$ cat config.mk
export PLATFORM = sky130hd
export DESIGN_NAME = uart_line_buffer
export DESIGN_NICKNAME = d
export VERILOG_FILES = /design/src/rtl/uart_line_buffer.sv
export SDC_FILE = /design/constraint.sdc
export NUM_CORES = 1
export LEC_CHECK = 0
export ABC_AREA = 1
export CAP_MARGIN = 10
export CORE_MARGIN = 2
export CORE_UTILIZATION = 60
export CTS_CLUSTER_DIAMETER = 120
export CTS_CLUSTER_SIZE = 25
export DETAILED_ROUTE_END_ITERATION = 8
export PLACE_DENSITY = 0.87
export SLEW_MARGIN = 20
export SYNTH_ARGS = -nofsm -noshare
export SYNTH_HDL_FRONTEND = slang
export SYNTH_SLANG_ARGS = --single-unit
$ cat constraint.sdc
create_clock -name clk_i -period 5.85 [get_ports clk_i]
set_clock_uncertainty 0.2 [all_clocks]
set_input_delay 1.17 -clock clk_i [delete_from_list [all_inputs] [get_ports clk_i]]
set_output_delay 1.17 -clock clk_i [all_outputs]
set_load 0.02 [all_outputs]
$ cat src/rtl/uart_line_buffer.sv
// uart_line_buffer: buffers a received character stream and releases it as terminator-closed lines.
// Optional macro UART_LINE_BUFFER_STRIP_CR_EN drops 'h0D characters at the write port.
module uart_line_buffer #(
    parameter int unsigned          DataWidth     = 8,
    parameter int unsigned          Depth         = 64,
    parameter logic [DataWidth-1:0] Terminator    = 'h0A,
    parameter int unsigned          TimeoutCycles = 500000
) (
    input  logic                   clk_i,
    input  logic                   reset_i,
    input  logic [DataWidth-1:0]   data_i,
    input  logic                   data_valid_i,
    output logic                   data_ready_o,
    input  logic                   flush_i,
    output logic [DataWidth-1:0]   rd_data_o,
    output logic                   rd_last_o,
    output logic                   rd_valid_o,
    input  logic                   rd_ready_i,
    output logic [$clog2(Depth):0] line_count_o,
    output logic                   overflow_o,
    output logic                   timeout_o
);
    localparam int unsigned PtrW    = $clog2(Depth);
    localparam int unsigned CntW    = PtrW + 1;
    localparam int unsigned IdleW   = (TimeoutCycles > 2) ? $clog2(TimeoutCycles) : 1;
    localparam int unsigned IdleMax = (TimeoutCycles == 0) ? 0 : TimeoutCycles - 1;

    typedef enum logic [1:0] {IDLE, FILL, DROP} state_e;

    state_e              state_q, state_d;
    logic [DataWidth:0]  mem_q [Depth];
    logic [PtrW-1:0]     wr_ptr_q, wr_ptr_d;
    logic [PtrW-1:0]     rd_ptr_q, rd_ptr_d;
    logic [PtrW-1:0]     line_start_q, line_start_d;
    logic [CntW-1:0]     count_q, count_d;
    logic [CntW-1:0]     part_len_q, part_len_d;
    logic [CntW-1:0]     line_cnt_q, line_cnt_d;
    logic [IdleW-1:0]    idle_q, idle_d;
    logic                overflow_q, overflow_d;
    logic                timeout_q, timeout_d;

    logic               full, pop, pop_last, is_term, is_cr, wr_req;
    logic               wr_en, commit, rewind;
    logic [DataWidth:0] head;

    always_comb begin
        head       = mem_q[rd_ptr_q];
        full       = (count_q == CntW'(Depth));
        rd_valid_o = (line_cnt_q != '0);
        pop        = rd_valid_o && rd_ready_i;
        pop_last   = pop && head[DataWidth];
        is_term    = (data_i == Terminator);
`ifdef UART_LINE_BUFFER_STRIP_CR_EN
        is_cr      = (data_i == DataWidth'('h0D));
`else
        is_cr      = 1'b0;
`endif
        wr_req     = data_valid_i && !is_cr;

        state_d      = state_q;
        wr_ptr_d     = wr_ptr_q;
        rd_ptr_d     = rd_ptr_q;
        line_start_d = line_start_q;
        part_len_d   = part_len_q;
        idle_d       = idle_q;
        overflow_d   = 1'b0;
        timeout_d    = 1'b0;
        wr_en        = 1'b0;
        commit       = 1'b0;
        rewind       = 1'b0;

        if (pop) begin
            rd_ptr_d = rd_ptr_q + 1'b1;
        end

        case (state_q)
            IDLE, FILL: begin
                if (wr_req) begin
                    // A same-cycle pop frees the slot, so a full FIFO still accepts.
                    if (!full || pop) begin
                        wr_en    = 1'b1;
                        wr_ptr_d = wr_ptr_q + 1'b1;
                        if (is_term) begin
                            commit       = 1'b1;
                            line_start_d = wr_ptr_q + 1'b1;
                            part_len_d   = '0;
                            state_d      = IDLE;
                        end else begin
                            part_len_d = part_len_q + 1'b1;
                            state_d    = FILL;
                        end
                    end else begin
                        rewind     = 1'b1;
                        overflow_d = 1'b1;
                        state_d    = is_term ? IDLE : DROP;
                    end
                end
            end
            DROP: begin
                if (wr_req && is_term) begin
                    state_d = IDLE;
                end
            end
            default: state_d = IDLE;
        endcase

        if (data_valid_i || state_q != FILL) begin
            idle_d = '0;
        end else if (TimeoutCycles != 0) begin
            if (idle_q == IdleW'(IdleMax)) begin
                rewind    = 1'b1;
                timeout_d = 1'b1;
                state_d   = IDLE;
                idle_d    = '0;
            end else begin
                idle_d = idle_q + 1'b1;
            end
        end

        // Rewind only discards the partial line; committed entries sit before line_start.
        if (rewind) begin
            wr_ptr_d   = line_start_q;
            part_len_d = '0;
        end

        count_d    = count_q + CntW'(wr_en) - CntW'(pop) - (rewind ? part_len_q : '0);
        line_cnt_d = line_cnt_q + CntW'(commit) - CntW'(pop_last);

        if (flush_i) begin
            state_d      = IDLE;
            wr_ptr_d     = '0;
            rd_ptr_d     = '0;
            line_start_d = '0;
            part_len_d   = '0;
            count_d      = '0;
            line_cnt_d   = '0;
            idle_d       = '0;
            overflow_d   = 1'b0;
            timeout_d    = 1'b0;
            wr_en        = 1'b0;
        end
    end

    always_ff @(posedge clk_i) begin
        if (wr_en) begin
            mem_q[wr_ptr_q] <= {is_term, data_i};
        end
    end

    always_ff @(posedge clk_i or negedge reset_i) begin
        if (!reset_i) begin
            state_q      <= IDLE;
            wr_ptr_q     <= '0;
            rd_ptr_q     <= '0;
            line_start_q <= '0;
            part_len_q   <= '0;
            count_q      <= '0;
            line_cnt_q   <= '0;
            idle_q       <= '0;
            overflow_q   <= 1'b0;
            timeout_q    <= 1'b0;
        end else begin
            state_q      <= state_d;
            wr_ptr_q     <= wr_ptr_d;
            rd_ptr_q     <= rd_ptr_d;
            line_start_q <= line_start_d;
            part_len_q   <= part_len_d;
            count_q      <= count_d;
            line_cnt_q   <= line_cnt_d;
            idle_q       <= idle_d;
            overflow_q   <= overflow_d;
            timeout_q    <= timeout_d;
        end
    end

    always_comb begin
        rd_data_o    = (count_q != '0) ? head[DataWidth-1:0] : '0;
        rd_last_o    = (count_q != '0) && head[DataWidth];
        data_ready_o = !full || (state_q == DROP);
        line_count_o = line_cnt_q;
        overflow_o   = overflow_q;
        timeout_o    = timeout_q;
    end

endmodule

==> run_results.csv <==
group,metric,value,unit
synthesis,synth-seq-cells,638,
layout,multi_input_area,7240,um^2
layout,fill_cells,3138,
synthesis,ys_seq_area_share,69.4,%
power,powerDensity,335,nW/um^2
synthesis,avgSynthCellArea,10.9,um^2
layout,final_common_cell,"edfxtp_1",
worst_hold_path,hp-start,"idle_q[4]$_DFF_PN0_",
status,status,"complete, no violations",
worst_hold_path,hp-class,"flop to flop",
power,total_power,9.63,mW
setup_path,required,4480,ps
sta,slew_headroom,35.5,%
setup_path,slowest_delay,730,ps
drt,drt-pass1-iter-count,7,
drt,routed_wl,64.8,mm
global_route,grt_remaining_overflow,0,
clock_network,numCtsBuffers,29,
power,clkPwrFrac,23.4,%
clock_network,cts.sinks,638,
power,power_switching,2.98,mW
synthesis,yosysTopAreaCell,"edfxtp_1",
layout,final_layout_size_suffix_gt1_share,4.38,%
drt,drt_iter0_markers,2794,
floorplanning,die_w,217,um
layout,utilization,64.7,%
setup_path,crit_path_start,"rd_ptr_q[0]$_DFFE_PN0P_",
layout,final_cell_mix,"edfxtp_1 (576), nor2_1 (517), nand2_1 (434), nand3_1 (234), o21ai_0 (228)",
synthesis,synth-main-ff-cell,"edfxtp_1",
sta,clock.fmax,0.175,GHz
sta,min_period_over_period,97.5,%
sta,tns,0,ps
floorplanning,rows,77,
setup_path,crit_arrival,4330,ps
place,place.detailed.hpwl,39.0,mm
clock_network,cts_buffer_depth,3,
setup_path,path_max_fanout,89,
power,p_leak,10.3,nW
job,drv_cap,0,
synthesis,yosys-top-cells-area,"edfxtp_1 (64%), nor2_1 (7.2%), nand2_1 (6.0%), dfrtp_1 (5.7%), nand3_1 (4.3%)",
power,switching_share,31.0,%
power,irDropWorstVdd,0.000286,V
setup_path,cpMaxStageDelayCell,"dfrtp_4",
power,p_int,6.65,mW
synthesis,synth_top_area_share,63.7,%
floorplanning,die_h,217,um
place,numPortBuffers,32,
place,place.gp.congestion,1.11,
drt,via_per_inst,6.13,
sta,slew_viol_final,0,
clock_network,postCtsSetupBuffers,0,
floorplanning,start_util,61.1,%
drt,final_antenna_net_count,0,
sta,setup_viol,0,
setup_path,end_kind,"output pin",
global_route,track_usage,27.7,%
sta,worst_pin_slew,967,ps
floorplanning,die-area,47000,um^2
clock_network,clk_transition_reported_paths,100,ps
synthesis,async_flop_share,9.72,%
global_route,antenna_found_initial,1,
sta,hold_viol,0,
sta,rsz0062_at_grt,"no",
power,power_frac_seq,53.6,%
synthesis,synth_nets,2524,
layout,fin_nets,2497,
global_route,grt_pass1_wl,100,mm
clock_network,htree_levels,1,
drt,detail_route.wl_per_cell,21.2,um
floorplanning,io_pins,33,
setup_path,start_kind,"flop",
layout,seq_area,18900,um^2
setup_path,r2r_start,"rd_ptr_q[0]$_DFFE_PN0P_",
synthesis,synth_area,27200,um^2
clock_network,clockRootBuffer,"clkbuf_16",
global_route,grt_max_degree,151,
drt,vias,18740,
synthesis,yosysWarnings,0,
setup_path,crit_chain,"inv_6 > buf_12 > nand2_1 > nand3_1 > nand3_1 > nand2_1 > a21oi_1 > nand2_1 > nand3_1 > a21oi_1 > clkdlybuf4s50_1",
global_route,grt_pass1_vias,18356,
clock_network,clock_latency,620,ps
floorplanning,coreArea,44400,um^2
synthesis,synth.distinct_cells,35,
power,power_frac_comb,23.1,%
clock_network,ctsHoldBuffers,0,
layout,area_growth,5.77,%
synthesis,synthCells,2481,
sta,hold_ws,302,ps
drt,drc,0,
setup_path,crit_type,"flop to output pin",
sta,finalCriticalPeriod,5700,ps
clock_network,cts_resized,0,
synthesis,synth-edff-count,576,
clock_network,cts_tree,"yes",
state kept, by name, indices dropped and copies added (netlist names):
| name | cells |
|---|---|
| part_len_q | 7 |
| wr_ptr_q | 6 |
| rd_ptr_q | 6 |
| state_q | 2 |
| overflow_o | 1 |
| count_q | 7 |
| timeout_o | 1 |
| mem_q | 576 |
| line_count_o | 7 |
| idle_q | 19 |
| line_start_q | 6 |
critical path: cells and delay by family, from the launching register on:
family	cells	cell delay, ps
AO/OA/AOI/OAI	2	630
buffers and inverters	3	1640
flip-flops	1	730
AND/OR/NAND/NOR	6	610
Yosys cell counts (all sizes together) (3+ instances only):
cell type / n
nor2: 521
dfrtp: 62
buf: 77
or2: 14
xnor2: 3
nor3: 11
clkbuf: 51
fa: 4
edfxtp: 576
nand4: 9
nand2: 435
nand3: 234
o211ai: 9
ha: 26
nor4: 3
o21a: 3
inv: 116
a211oi: 3
o21ai: 228
xor2: 10
a21oi: 83
cell type report:
cell class,instances,area share [%]
repair buffers,70,2.26
well taps,592,2.58
flip-flops and latches,638,65.7
inverters,116,1.54
clock inverters,3,0.0915
clock buffers,38,2.64
multi-input cells,1599,25.2
diodes,1,0.00871
through the flow:
| step | cell area [um^2] | setup WS, ps | cells |
|---|---|---|---|
| floorplan | 27200 | 1410 | 2481 |
| global placement | 27900 | 895 | 3015 |
| detailed placement | 27900 | 790 | 3015 |
| CTS | 28700 | 380 | 3056 |
| global route | 28700 | 104 | 3056 |
| finish | 28700 | 149 | 3057 |
path summary, 6_finish.rpt:
| path | end | slack, ps | cells after the start |
|---|---|---|---|
| worst max-delay path | rd_last_o | 150 | 11 |
| worst max register to register | line_count_o[6]$_DFF_PN0_ | 1160 | 20 |
| max in group asynchronous | rd_ptr_q[1]$_DFFE_PN0P_ | 4320 | 2 |
| worst min-delay path | idle_q[4]$_DFF_PN0_ | 300 | 1 |
| min in group asynchronous | line_count_o[6]$_DFF_PN0_ | 520 | 2 |
| worst min register to register | idle_q[4]$_DFF_PN0_ | 300 | 1 |
cell families (layout without fill, tap and decap cells):
logic type	count (synthesis)	count (layout)	synth area share, %
buffers and inverters	244	227	4.00
flip-flops	638	638	69.4
other	0	1	0
adder cells (fa/ha/maj)	30	30	1.49
AND/OR/NAND/NOR	1229	1229	18.5
XOR/XNOR	13	13	0.419
AO/OA/AOI/OAI	327	327	6.22
layer usage:
layer	share of wire [%]	global-route usage (%)	vias up
li1	-	-	8398
met1	36	36.3	8912
met2	49	45.9	1231
met3	11	5.07	199
met4	4.4	11.8	0
met5	0	0	-
power by group through the flow:
stage / combinational (mW) / clock [mW] / sequential, mW
final: 2.22 / 2.25 / 5.16
after global placement: 2.04 / 0 / 5.25
after global routing: 2.43 / 2.38 / 5.16
after floorplan: 1.48 / 0 / 5.19
after CTS: 2.17 / 2.24 / 5.15
after detailed placement: 2.15 / 0 / 5.25
No activity file was read; power rests on OpenSTA's default activity.
